### src/rtl/hazard_ctrl_unit_if.sv
// Hazard controller bundle: pipeline-side hazard inputs and controller outputs.
// Pure wiring, no latency of its own.
// No backpressure; stall/flush outputs are the pipeline's backpressure.
interface hazard_ctrl_unit_if #(
    parameter int REG_ADDR_W = 5,
    parameter int CNT_W      = 32
);
    logic [REG_ADDR_W-1:0] rs1_d;
    logic [REG_ADDR_W-1:0] rs2_d;
    logic [REG_ADDR_W-1:0] rs1_e;
    logic [REG_ADDR_W-1:0] rs2_e;
    logic [REG_ADDR_W-1:0] rd_e;
    logic                  load_e;
    logic [REG_ADDR_W-1:0] rd_m;
    logic                  reg_write_m;
    logic                  mem_access_m;
    logic [REG_ADDR_W-1:0] rd_w;
    logic                  reg_write_w;
    logic                  pc_src_e;
    logic [1:0]            forward_ae;
    logic [1:0]            forward_be;
    logic                  stall_f;
    logic                  stall_d;
    logic                  stall_e;
    logic                  stall_m;
    logic                  flush_d;
    logic                  flush_e;
    logic                  flush_w;
    logic [CNT_W-1:0]      stall_cnt;
    logic [CNT_W-1:0]      flush_cnt;

    // Pipeline side: supplies register indices and control, consumes controls.
    modport master (
        output rs1_d, rs2_d, rs1_e, rs2_e, rd_e, load_e, rd_m, reg_write_m,
               mem_access_m, rd_w, reg_write_w, pc_src_e,
        input  forward_ae, forward_be, stall_f, stall_d, stall_e, stall_m,
               flush_d, flush_e, flush_w, stall_cnt, flush_cnt
    );

    // Hazard controller side.
    modport slave (
        input  rs1_d, rs2_d, rs1_e, rs2_e, rd_e, load_e, rd_m, reg_write_m,
               mem_access_m, rd_w, reg_write_w, pc_src_e,
        output forward_ae, forward_be, stall_f, stall_d, stall_e, stall_m,
               flush_d, flush_e, flush_w, stall_cnt, flush_cnt
    );
endinterface

### src/rtl/hazard_ctrl_unit.sv
// Hazard/stall controller for a 5-stage RV32 pipeline: forwarding, load-use, flush, dmem wait states.
// Forward/stall/flush outputs are combinational; wait FSM and perf counters are registered.
// A memory wait freezes the whole front of the pipe and defers load-use and branch-flush handling.
module hazard_ctrl_unit #(
    parameter int REG_ADDR_W = 5,
    parameter int DMEM_LAT   = 1,
    parameter int CNT_W      = 32
) (
    input  logic               clk,
    input  logic               rst,
    hazard_ctrl_unit_if.slave  hz
);

    typedef enum logic [1:0] {
        IDLE    = 2'd0,
        WAIT    = 2'd1,
        RELEASE = 2'd2
    } state_t;

    // Wide enough to hold DMEM_LAT-2, the first WAIT countdown value.
    localparam int              WC_W      = (DMEM_LAT > 2) ? $clog2(DMEM_LAT) : 1;
    localparam logic [WC_W-1:0] WAIT_INIT = (DMEM_LAT > 2) ? WC_W'(DMEM_LAT - 2) : '0;
    localparam logic [WC_W-1:0] WAIT_LAST = WC_W'(1);

    state_t          state, state_nxt;
    logic [WC_W-1:0] wait_cnt, wait_cnt_nxt;
    logic            mem_stall;
    logic            load_use;
    logic [1:0]      fwd_a, fwd_b;
    logic            stall_fd, stall_em, flush_de, flush_dd, flush_mw;
    logic            stall_any;
    logic [CNT_W-1:0] stall_cnt_q, flush_cnt_q;

    // Operand source select: Memory stage result beats Writeback, x0 is never forwarded.
    function automatic logic [1:0] fwd_sel(input logic [REG_ADDR_W-1:0] rs);
        if (hz.reg_write_m && (hz.rd_m != '0) && (hz.rd_m == rs))
            return 2'b10;
        else if (hz.reg_write_w && (hz.rd_w != '0) && (hz.rd_w == rs))
            return 2'b01;
        else
            return 2'b00;
    endfunction

    // Wait-state FSM register and countdown.
    always_ff @(posedge clk or posedge rst) begin
        if (rst) begin
            state    <= IDLE;
            wait_cnt <= '0;
        end else begin
            state    <= state_nxt;
            wait_cnt <= wait_cnt_nxt;
        end
    end

    // Wait-state FSM next state; the stall is raised in the trigger cycle so a
    // memory op freezes for exactly DMEM_LAT-1 cycles, then RELEASE lets it leave M.
    always_comb begin
        state_nxt    = state;
        wait_cnt_nxt = wait_cnt;
        mem_stall    = 1'b0;
        if (DMEM_LAT > 1) begin
            case (state)
                IDLE: begin
                    if (hz.mem_access_m) begin
                        mem_stall    = 1'b1;
                        wait_cnt_nxt = WAIT_INIT;
                        state_nxt    = (DMEM_LAT == 2) ? RELEASE : WAIT;
                    end
                end
                WAIT: begin
                    mem_stall    = 1'b1;
                    wait_cnt_nxt = wait_cnt - 1'b1;
                    if (wait_cnt == WAIT_LAST)
                        state_nxt = RELEASE;
                end
                RELEASE: begin
                    // The access completes now; mem_access_m still shows the departing op.
                    state_nxt = IDLE;
                end
                default: begin
                    state_nxt = IDLE;
                end
            endcase
        end
    end

    // Stall/flush/forward decisions; everything is held low while reset is asserted.
    always_comb begin
        fwd_a    = 2'b00;
        fwd_b    = 2'b00;
        stall_fd = 1'b0;
        stall_em = 1'b0;
        flush_dd = 1'b0;
        flush_de = 1'b0;
        flush_mw = 1'b0;
        load_use = hz.load_e && (hz.rd_e != '0) &&
                   ((hz.rd_e == hz.rs1_d) || (hz.rd_e == hz.rs2_d));
        if (!rst) begin
            fwd_a = fwd_sel(hz.rs1_e);
            fwd_b = fwd_sel(hz.rs2_e);
            if (mem_stall) begin
                // Freeze everything upstream of M; W gets bubbles until the access completes.
                stall_fd = 1'b1;
                stall_em = 1'b1;
                flush_mw = 1'b1;
            end else if (hz.pc_src_e) begin
                // Redirect wins over load-use: the dependent Decode op is wrong-path anyway.
                flush_dd = 1'b1;
                flush_de = 1'b1;
            end else if (load_use) begin
                stall_fd = 1'b1;
                flush_de = 1'b1;
            end
        end
    end

    assign stall_any = stall_fd || stall_em;

    // Performance counters: stalled cycles and taken-branch flush events, free-running wrap.
    always_ff @(posedge clk or posedge rst) begin
        if (rst) begin
            stall_cnt_q <= '0;
            flush_cnt_q <= '0;
        end else begin
            if (stall_any)
                stall_cnt_q <= stall_cnt_q + 1'b1;
            if (flush_dd)
                flush_cnt_q <= flush_cnt_q + 1'b1;
        end
    end

    assign hz.forward_ae = fwd_a;
    assign hz.forward_be = fwd_b;
    assign hz.stall_f    = stall_fd;
    assign hz.stall_d    = stall_fd;
    assign hz.stall_e    = stall_em;
    assign hz.stall_m    = stall_em;
    assign hz.flush_d    = flush_dd;
    assign hz.flush_e    = flush_de;
    assign hz.flush_w    = flush_mw;
    assign hz.stall_cnt  = stall_cnt_q;
    assign hz.flush_cnt  = flush_cnt_q;

endmodule

### src/flat_wrapper.sv
// flat-port wrapper written by rule: the top's interface ports become plain ports
module hazard_ctrl_unit_flat 
#(
    parameter int REG_ADDR_W = 5,
    parameter int DMEM_LAT   = 1,
    parameter int CNT_W      = 32
)
  (clk, rst, hz_rs1_d, hz_rs2_d, hz_rs1_e, hz_rs2_e, hz_rd_e, hz_load_e, hz_rd_m, hz_reg_write_m, hz_mem_access_m, hz_rd_w, hz_reg_write_w, hz_pc_src_e, hz_forward_ae, hz_forward_be, hz_stall_f, hz_stall_d, hz_stall_e, hz_stall_m, hz_flush_d, hz_flush_e, hz_flush_w, hz_stall_cnt, hz_flush_cnt);
  hazard_ctrl_unit_if #(.REG_ADDR_W(REG_ADDR_W), .CNT_W(CNT_W)) hz_i ();
  input  logic clk;
  input  logic rst;
  input wire logic [$bits(hz_i.rs1_d)-1:0] hz_rs1_d;
  input wire logic [$bits(hz_i.rs2_d)-1:0] hz_rs2_d;
  input wire logic [$bits(hz_i.rs1_e)-1:0] hz_rs1_e;
  input wire logic [$bits(hz_i.rs2_e)-1:0] hz_rs2_e;
  input wire logic [$bits(hz_i.rd_e)-1:0] hz_rd_e;
  input wire logic [$bits(hz_i.load_e)-1:0] hz_load_e;
  input wire logic [$bits(hz_i.rd_m)-1:0] hz_rd_m;
  input wire logic [$bits(hz_i.reg_write_m)-1:0] hz_reg_write_m;
  input wire logic [$bits(hz_i.mem_access_m)-1:0] hz_mem_access_m;
  input wire logic [$bits(hz_i.rd_w)-1:0] hz_rd_w;
  input wire logic [$bits(hz_i.reg_write_w)-1:0] hz_reg_write_w;
  input wire logic [$bits(hz_i.pc_src_e)-1:0] hz_pc_src_e;
  output wire logic [$bits(hz_i.forward_ae)-1:0] hz_forward_ae;
  output wire logic [$bits(hz_i.forward_be)-1:0] hz_forward_be;
  output wire logic [$bits(hz_i.stall_f)-1:0] hz_stall_f;
  output wire logic [$bits(hz_i.stall_d)-1:0] hz_stall_d;
  output wire logic [$bits(hz_i.stall_e)-1:0] hz_stall_e;
  output wire logic [$bits(hz_i.stall_m)-1:0] hz_stall_m;
  output wire logic [$bits(hz_i.flush_d)-1:0] hz_flush_d;
  output wire logic [$bits(hz_i.flush_e)-1:0] hz_flush_e;
  output wire logic [$bits(hz_i.flush_w)-1:0] hz_flush_w;
  output wire logic [$bits(hz_i.stall_cnt)-1:0] hz_stall_cnt;
  output wire logic [$bits(hz_i.flush_cnt)-1:0] hz_flush_cnt;
  assign hz_i.rs1_d = hz_rs1_d;
  assign hz_i.rs2_d = hz_rs2_d;
  assign hz_i.rs1_e = hz_rs1_e;
  assign hz_i.rs2_e = hz_rs2_e;
  assign hz_i.rd_e = hz_rd_e;
  assign hz_i.load_e = hz_load_e;
  assign hz_i.rd_m = hz_rd_m;
  assign hz_i.reg_write_m = hz_reg_write_m;
  assign hz_i.mem_access_m = hz_mem_access_m;
  assign hz_i.rd_w = hz_rd_w;
  assign hz_i.reg_write_w = hz_reg_write_w;
  assign hz_i.pc_src_e = hz_pc_src_e;
  assign hz_forward_ae = hz_i.forward_ae;
  assign hz_forward_be = hz_i.forward_be;
  assign hz_stall_f = hz_i.stall_f;
  assign hz_stall_d = hz_i.stall_d;
  assign hz_stall_e = hz_i.stall_e;
  assign hz_stall_m = hz_i.stall_m;
  assign hz_flush_d = hz_i.flush_d;
  assign hz_flush_e = hz_i.flush_e;
  assign hz_flush_w = hz_i.flush_w;
  assign hz_stall_cnt = hz_i.stall_cnt;
  assign hz_flush_cnt = hz_i.flush_cnt;
  hazard_ctrl_unit #(.REG_ADDR_W(REG_ADDR_W), .DMEM_LAT(DMEM_LAT), .CNT_W(CNT_W)) u_core (.clk(clk), .rst(rst), .hz(hz_i));
endmodule
### config.mk
export PLATFORM = sky130hd
export DESIGN_NAME = hazard_ctrl_unit_flat
export DESIGN_NICKNAME = d
export VERILOG_FILES = /design/src/rtl/hazard_ctrl_unit_if.sv /design/src/rtl/hazard_ctrl_unit.sv /design/src/flat_wrapper.sv
export SDC_FILE = /design/constraint.sdc
export NUM_CORES = 1
export LEC_CHECK = 0
export CAP_MARGIN = 20
export CORE_ASPECT_RATIO = 1.25
export CORE_UTILIZATION = 49
export DETAILED_ROUTE_END_ITERATION = 12
export PLACE_DENSITY_LB_ADDON = 0.05
export SLEW_MARGIN = 40
export SYNTH_ARGS = -nofsm -noshare
export SYNTH_HDL_FRONTEND = slang
export SYNTH_SLANG_ARGS = --single-unit
### constraint.sdc
create_clock -name clk -period 10.9 [get_ports clk]
set_input_delay 2.18 -clock clk [delete_from_list [all_inputs] [get_ports clk]]
set_output_delay 2.18 -clock clk [all_outputs]
set_load 0.05 [all_outputs]
Word level (Yosys, flattened, before mapping) --
Cells that the tools add are included.
Operators by class: eq/ne operators 6, add/sub/neg operators 2, mux-type cells 13, reductions and logical operators 12
Operators with widths (count):
- adder 32 x 1 -> 32 bit, second input constant | 2
- equality test 5 bit | 6
- nonzero test 5 bit | 3
- 2-to-1 mux 1 bit | 9
- logical AND 1 bit | 8
- 2-to-1 mux 2 bit | 4
- logical OR 1 bit | 1
Word-level totals: output and inout port bits 75, register bits 64, word-level logic and storage cells 35, input bits 42

Depth between registers and ports, before layout --
Gate-level depths: netlist (run 1).
word-level depth 6, depth in mapped cells 6, depth with buffers taken out 6

Worst setup path before layout (run 1) --
OpenSTA, ideal clock, no wires.
path kind in2out, start point input rst, end point output hz_forward_ae[0], stages on the path 4, arrival time 5785 ps, slack 2935 ps, required time 8720 ps, buffers on the path 0, path through inv_1 o211ai_1 or4_1 nor4_1
Between the ends: longest elaborated chain between the ends 1
RTL lines:
- from (decl) | RTL line flat_wrapper.sv:11 | input logic rst;
- 2-to-1 mux 2 bit | RTL line hazard_ctrl_unit.sv:98 | if (!rst) begin
- to (decl) | RTL line flat_wrapper.sv:24 | output wire logic [$bits(hz_i.forward_ae)-1:0] hz_forward_ae;
No other way between the ends.

Final worst setup path (run 1) --
start point input hz_rd_e[1], end point output hz_stall_f
Between the ends: longest elaborated chain between the ends 6, elaborated cells on any way between the ends 9, classes of those cells eq/ne (2); mux (3); reduce/logical (4)
RTL lines:
- from (decl) | RTL line flat_wrapper.sv:16 | input wire logic [$bits(hz_i.rd_e)-1:0] hz_rd_e;
- equality test 5 bit / nonzero test 5 bit (equally long branches) | RTL line hazard_ctrl_unit.sv:97, hazard_ctrl_unit.sv:96
- logical OR 1 bit / logical AND 1 bit (equally long branches) | RTL line hazard_ctrl_unit.sv:97, hazard_ctrl_unit.sv:96
- logical AND 1 bit * | RTL line hazard_ctrl_unit.sv:96 | load_use = hz.load_e && (hz.rd_e != '0) &&
- 2-to-1 mux 1 bit * | RTL line hazard_ctrl_unit.sv:110 | end else if (load_use) begin
- 2-to-1 mux 1 bit * | RTL line hazard_ctrl_unit.sv:106 | end else if (hz.pc_src_e) begin
- 2-to-1 mux 1 bit * | RTL line hazard_ctrl_unit.sv:98
- to (decl) | RTL line flat_wrapper.sv:26 | output wire logic [$bits(hz_i.stall_f)-1:0] hz_stall_f;
Mark *: on every way between the ends. The rest lies on a longest branch, timed or not.

==> metrics.txt, run 1 <==
Yosys warning count 0; Synth Instances 319; synth top area cells dfrtp_1 (47%), xnor2_1 (14%), xor2_1 (9.4%); Initial Utilization 51.46%; vias in the first global route 2788; RSZ-0062 raised after global routing false; Tmin final 7.018 ns; largest family of logic cells by synthesized area simple AND/OR/NAND/NOR gates; share of the synthesized area in the top cell type 46.53%; largest net degree at the start of global routing 66; register area 0.001602 mm2; maximum vdd drop 0.0001169 V; period utilisation layout 64.39%; setup TNS 0 ns; post-synthesis compound-gate area fraction 1.163%; Worst Path Arrival 4.84 ns; mean post-synth cell area 10.79 um2; Via Count 2845; hpwl dp 5601 um; IO Pins 117; ys flop type dfrtp_1; gpl congestion 0.7814; Post-Syn Area 0.003442 mm2; num rows 33; worst-path fanout max 21; antenna cell count 0; max_cap viols 0; Clock transition at path regs 0.07 ns; CP top delay family buffers and inverters; Worst path most repeated cell clkdlybuf4s50_1; mux contribution to synthesized area 0.6543%; Vias/cell 5.398; Startpoint Class input port; post-placement cell area 0.004636 mm2; area delta synth->final 42.35%; Congestion Overflow GR 0; Die ar. 0.007366 mm2; later-pin clock latency in the skew report 0.34 ns; Die Span X 76.97 um; status completed; crit path kind input port to output pin; First-pass DRT Iterations 4; Hold-fix buffers, CTS 0; biggest area consumer among synthesized cells dfrtp_1; number of synthesized register bits 64; Vert. Die Dim 95.71 um; clock sinks 64; hold slack 0.4717 ns; Max Slew Vio Count 0; post_cts resized 0; Fin. Hold Viols 0; Tightest Pin Transition 0.6605 ns; Post-Synth XOR/XNOR Area 23.41%; CP peak stage delay 0.91 ns; I/O Buffers 112; Worst Path Required 8.72 ns; Total GRT Usage 21.55%; post-synth cell types 41; count of flip-flops with a built-in enable after synthesis 0; Pleak 2.037 nW; relative slew slack 55.96%; H-tree depth 3; sequential fraction of the synthesis area 46.53%; Wirelength per Cell 14.43 um; Root Driver clkbuf_8; CTS tree done; DRC 0; Worst Skew 0.01024 ns; NumNets Final 479; total CTS buffers 9; HP Class register to register; area of the multi-input gates 0.001793 mm2; fmax 142.5 MHz; Synth Area in Adders 0.7270%; Post CTS Setup Buffer Count 0; element type at the critical path end output pin; Bufs on Longest Clock Path 2; total power after layout 667.7 uW; Routed Antenna Nets 0; Post-Synth Simple-Gate Area 25.48%; Initial DRC Count 123; crit-path cells clkdlybuf4s50_1 > xnor2_1 > nand3_1 > o22a_2 > nor4_2 > clkdlybuf4s50_1; Core Area 0.006689 mm2; first-pass GRT wire length 12500 um; design area 0.004900 mm2; Async S/R FF share, synth 100.0%; crit path buf inv count 2; share of cells above drive strength 1 8.409%; Final setup viols 0; slowest cell on the critical path clkdlybuf4s50_1; Post-Route WL 7603 um; Fillers 495; post-layout util 73.25%; antenna violations before repair 0; Power Dens Cells 136.3 mW/mm2
cells by family after synthesis:
| logic type | count (synthesis) |
|---|---|
| other | 1 |
| adders and majority gates | 2 |
| buffers and inverters | 13 |
| and+or+nand+nor | 139 |
| DFF | 64 |
| xor gates and xnor gates | 92 |
| AOI/OAI and AO/OA | 6 |
| muxes | 2 |
flip-flops by register name (all words and copies together), names as in the netlist:
signal / cells
u_core.hz.flush_cnt: 32
u_core.hz.stall_cnt: 32
layout make-up:
class                      count  area share, %
multi-input combinational    244          36.59
sequential                    64          32.69
timing repair buffer         113          23.11
clock buffer                  10          2.809
clock inverter                 6          2.349
tap                           87          2.222
inverter                       3         0.2298
stage by stage:
stage / instances / setup slack [ns]
floorplan: 321 / 2.935
global placement: 511 / 3.707
detailed placement: 511 / 3.711
CTS: 527 / 3.674
global route: 527 / 3.729
finish: 527 / 3.882
worst register-to-register path, delay by kind of cell (launching register included):
kind	cells	cell delay, ns
DFF	1	0.40
adders and majority gates	1	0.16
xor gates and xnor gates	1	0.16
and+or+nand+nor	4	1.35
power by group:
| group | switching [mW] | internal (mW) | total, mW |
|---|---|---|---|
| registers | 0.0197 | 0.250 | 0.270 |
| logic | 0.0853 | 0.0553 | 0.141 |
| clock network | 0.0978 | 0.159 | 0.257 |
final timing paths:
| kind | slack (ns) | from | depth (start not counted) | to |
|---|---|---|---|---|
| max | 3.88 | hz_rd_e[1] | 6 | hz_stall_f |
| min | 0.47 | u_core.hz.stall_cnt[31] | 1 | u_core.hz.stall_cnt[31] |
| max reg2reg | 8.75 | u_core.hz.stall_cnt[0] | 6 | u_core.hz.stall_cnt[22] |
| min reg2reg | 0.47 | u_core.hz.stall_cnt[31] | 1 | u_core.hz.stall_cnt[31] |
| max in group asynchronous | 7.91 | rst | 3 | u_core.hz.flush_cnt[20] |
| min in group asynchronous | 2.60 | rst | 3 | u_core.hz.stall_cnt[25] |
per-layer routing:
metal / global-route usage [%] / vias to the layer above / wire length, um
met4: 8.654 / 0 / 114
met3: 4.550 / 13 / 408
met5: 0 / - / 0
met1: 24.97 / 1377 / 3147
li1: - / 1359 / -
met2: 38.99 / 96 / 3933
cells in the mapped netlist (3+ instances only):
cell type / n
and2_1: 5
and3_1: 5
and4_1: 8
buf_4: 4
clkbuf_1: 3
dfrtp_1: 64
inv_1: 3
nand2_1: 25
nand3_1: 17
nand4_1: 20
nor2_1: 9
nor3_1: 9
nor4_1: 12
nor4_2: 5
or4_1: 5
xnor2_1: 55
xor2_1: 37
placed cells by master (no fill, tap or decap), types with 2 or more instances in the layout:
cell / netlist / routed
bufinv_16: 0 / 3
nand2_1: 25 / 25
inv_1: 3 / 2
xnor2_1: 55 / 55
or4_1: 5 / 5
nor2_1: 9 / 9
and3_1: 5 / 5
and4_1: 8 / 8
nand4_1: 20 / 20
nor4b_1: 2 / 2
nand3_1: 17 / 17
nor4_1: 12 / 12
nor4_2: 5 / 5
or3_4: 2 / 2
clkdlybuf4s50_1: 0 / 112
xor2_1: 37 / 37
conb_1: 1 / 3
nor4b_2: 2 / 2
clkbuf_8: 0 / 10
and2_1: 5 / 5
mux2_2: 2 / 2
dfrtp_1: 64 / 64
nor2b_1: 2 / 2
nor3b_1: 2 / 2
ha_1: 2 / 2
nor3_1: 9 / 9
or2_2: 2 / 2
Power figures use the tool's default switching activity.
==> run 2: changes to the inputs <==
--- a/config.mk
+++ b/config.mk
@@ -7,7 +7,7 @@
 export LEC_CHECK = 0
 export CAP_MARGIN = 20
 export CORE_ASPECT_RATIO = 1.25
-export CORE_UTILIZATION = 49
+export CORE_UTILIZATION = 41
 export DETAILED_ROUTE_END_ITERATION = 12
 export PLACE_DENSITY_LB_ADDON = 0.05
 export SLEW_MARGIN = 40
==> constraint.sdc (replaced) <==
create_clock -name clk -period 5.7 [get_ports clk]
set_input_delay 1.14 -clock clk [delete_from_list [all_inputs] [get_ports clk]]
set_output_delay 1.14 -clock clk [all_outputs]
set_load 0.05 [all_outputs]
==> metrics.txt, run 2 (same netlist as run 1, synthesis figures left out) <==
Die Span X 83.95 um (was 76.97 um); element type at the critical path end output pin (unchanged); Final setup viols 0 (unchanged); Initial Utilization 42.01% (was 51.46%); Via Count 2792 (was 2845); vias in the first global route 2758 (was 2788); failing checks design-rule violations; Clock transition at path regs 0.07 ns (about the same); Wirelength per Cell 14.38 um (was 14.43 um); status finished with violations (was completed); post-placement cell area 0.004682 mm2 (was 0.004636 mm2); clock sinks 64 (unchanged); fmax 210.7 MHz; Bufs on Longest Clock Path 2 (unchanged); Worst Skew 0.01005 ns (was 0.01024 ns); Die ar. 0.008768 mm2 (was 0.007366 mm2); DRC 9 (was 0); Worst Path Required 4.56 ns (was 8.72 ns); Fillers 723 (was 495); largest net degree at the start of global routing 43 (was 66); Routed Antenna Nets 0 (unchanged); I/O Buffers 112 (unchanged); register area 0.001602 mm2 (unchanged); Post-Route WL 7778 um (was 7603 um); NumNets Final 483 (was 479); post-layout util 60.06% (was 73.25%); antenna cell count 0 (unchanged); design area 0.004921 mm2 (was 0.004900 mm2); Power Dens Cells 252.1 mW/mm2 (was 136.3 mW/mm2); Tightest Pin Transition 0.6263 ns (was 0.6605 ns); Post CTS Setup Buffer Count 0 (unchanged); Total GRT Usage 18.80% (was 21.55%); share of cells above drive strength 1 9.234% (was 8.409%); Max Slew Vio Count 0 (unchanged); area delta synth->final 42.97% (was 42.35%); Core Area 0.008194 mm2 (was 0.006689 mm2); antenna violations before repair 0 (unchanged); Worst Path Arrival 3.61 ns (was 4.84 ns); worst-path fanout max 8 (was 21); HP Class register to register (unchanged); setup TNS 0 ns (unchanged); crit path kind input port to output pin (unchanged); Fin. Hold Viols 0 (unchanged); non-filler cells, final 541 (was 527); relative slew slack 57.90% (was 55.96%); IO Pins 117 (unchanged); RSZ-0062 raised after global routing false (unchanged); Hold-fix buffers, CTS 0 (unchanged); maximum vdd drop 0.0001155 V (was 0.0001169 V); Congestion Overflow GR 0 (unchanged); total CTS buffers 9 (unchanged); CTS tree done (unchanged); Root Driver clkbuf_8 (unchanged); later-pin clock latency in the skew report 0.34 ns (about the same); H-tree depth 3 (unchanged); commonest non-fill, non-tap cells in the layout clkdlybuf4s50_1 (110), dfrtp_1 (64), xnor2_1 (55) (was clkdlybuf4s50_1 (112), dfrtp_1 (64), xnor2_1 (55)); Vias/cell 5.161 (was 5.398); Vert. Die Dim 104.4 um (was 95.71 um); hpwl dp 5895 um (was 5601 um); area of the multi-input gates 0.001800 mm2 (was 0.001793 mm2); max_cap viols 0 (unchanged); Pleak 2.052 nW (was 2.037 nW); commonest non-fill, non-tap cell in the layout clkdlybuf4s50_1 (unchanged); post_cts resized 0 (unchanged); Startpoint Class input port (unchanged); gpl congestion 0.7618 (was 0.7814); First-pass DRT Iterations 8 (was 4); Tmin final 4.747 ns; period utilisation layout 83.28%; Initial DRC Count 59 (was 123); Cells after DPL 525 (was 511); num rows 37 (was 33); first-pass GRT wire length 12900 um (was 12500 um)
-- run 2: critical path, cell delays in order --
cell,delay (ns)
clkdlybuf4s50_1,0.46
or4_1,0.53
o21ai_1,0.51
nor2_1,0.08
o21a_1,0.18
clkdlybuf4s50_1,0.69
-- run 2: cell type report --
type / instances / share of cell area (%)
clock buffer: 14 / 3.509
tap: 97 / 2.466
inverter: 3 / 0.2288
multi-input combinational: 244 / 36.59
clock inverter: 2 / 1.220
timing repair buffer: 117 / 23.44
sequential: 64 / 32.55
-- run 2: power breakdown --
group	switching [mW]	total, mW	internal (mW)
combinational	0.165	0.272	0.107
clock	0.171	0.454	0.283
sequential	0.0354	0.514	0.479
total	0.372	1.24	0.869
-- run 2: metal layers --
layer | wire length (um) | track usage [%]
met1 | 3287 | 22.67
met3 | 457 | 4.603
met2 | 3875 | 31.09
met4 | 159 | 9.483
met5 | 0 | 0
-- run 2: path summary, 6_finish.rpt --
kind                                      endpoint                     from  cells past startpoint  slack, ns
max                                     hz_flush_e               hz_rd_e[0]                      6       0.95
min                        u_core.hz.flush_cnt[31]  u_core.hz.flush_cnt[31]                      1       0.47
max reg2reg                u_core.hz.stall_cnt[16]   u_core.hz.stall_cnt[0]                      6       3.46
min reg2reg                u_core.hz.flush_cnt[31]  u_core.hz.flush_cnt[31]                      1       0.47
max in group asynchronous  u_core.hz.flush_cnt[31]                      rst                      3       3.80
min in group asynchronous   u_core.hz.stall_cnt[0]                      rst                      3       1.44
-- run 2: through the flow --
stage          hold WS (ns)  worst slack (ns)  power, mW
4_1_cts              0.4755            0.9123      1.253
5_1_grt              0.5033            0.8254      1.292
2_1_floorplan        0.7860            0.3870     0.6834
3_5_place_dp         0.4642            0.9141     0.7967
6_report             0.4701            0.9529      1.240
3_3_place_gp         0.4611            0.9092     0.7913
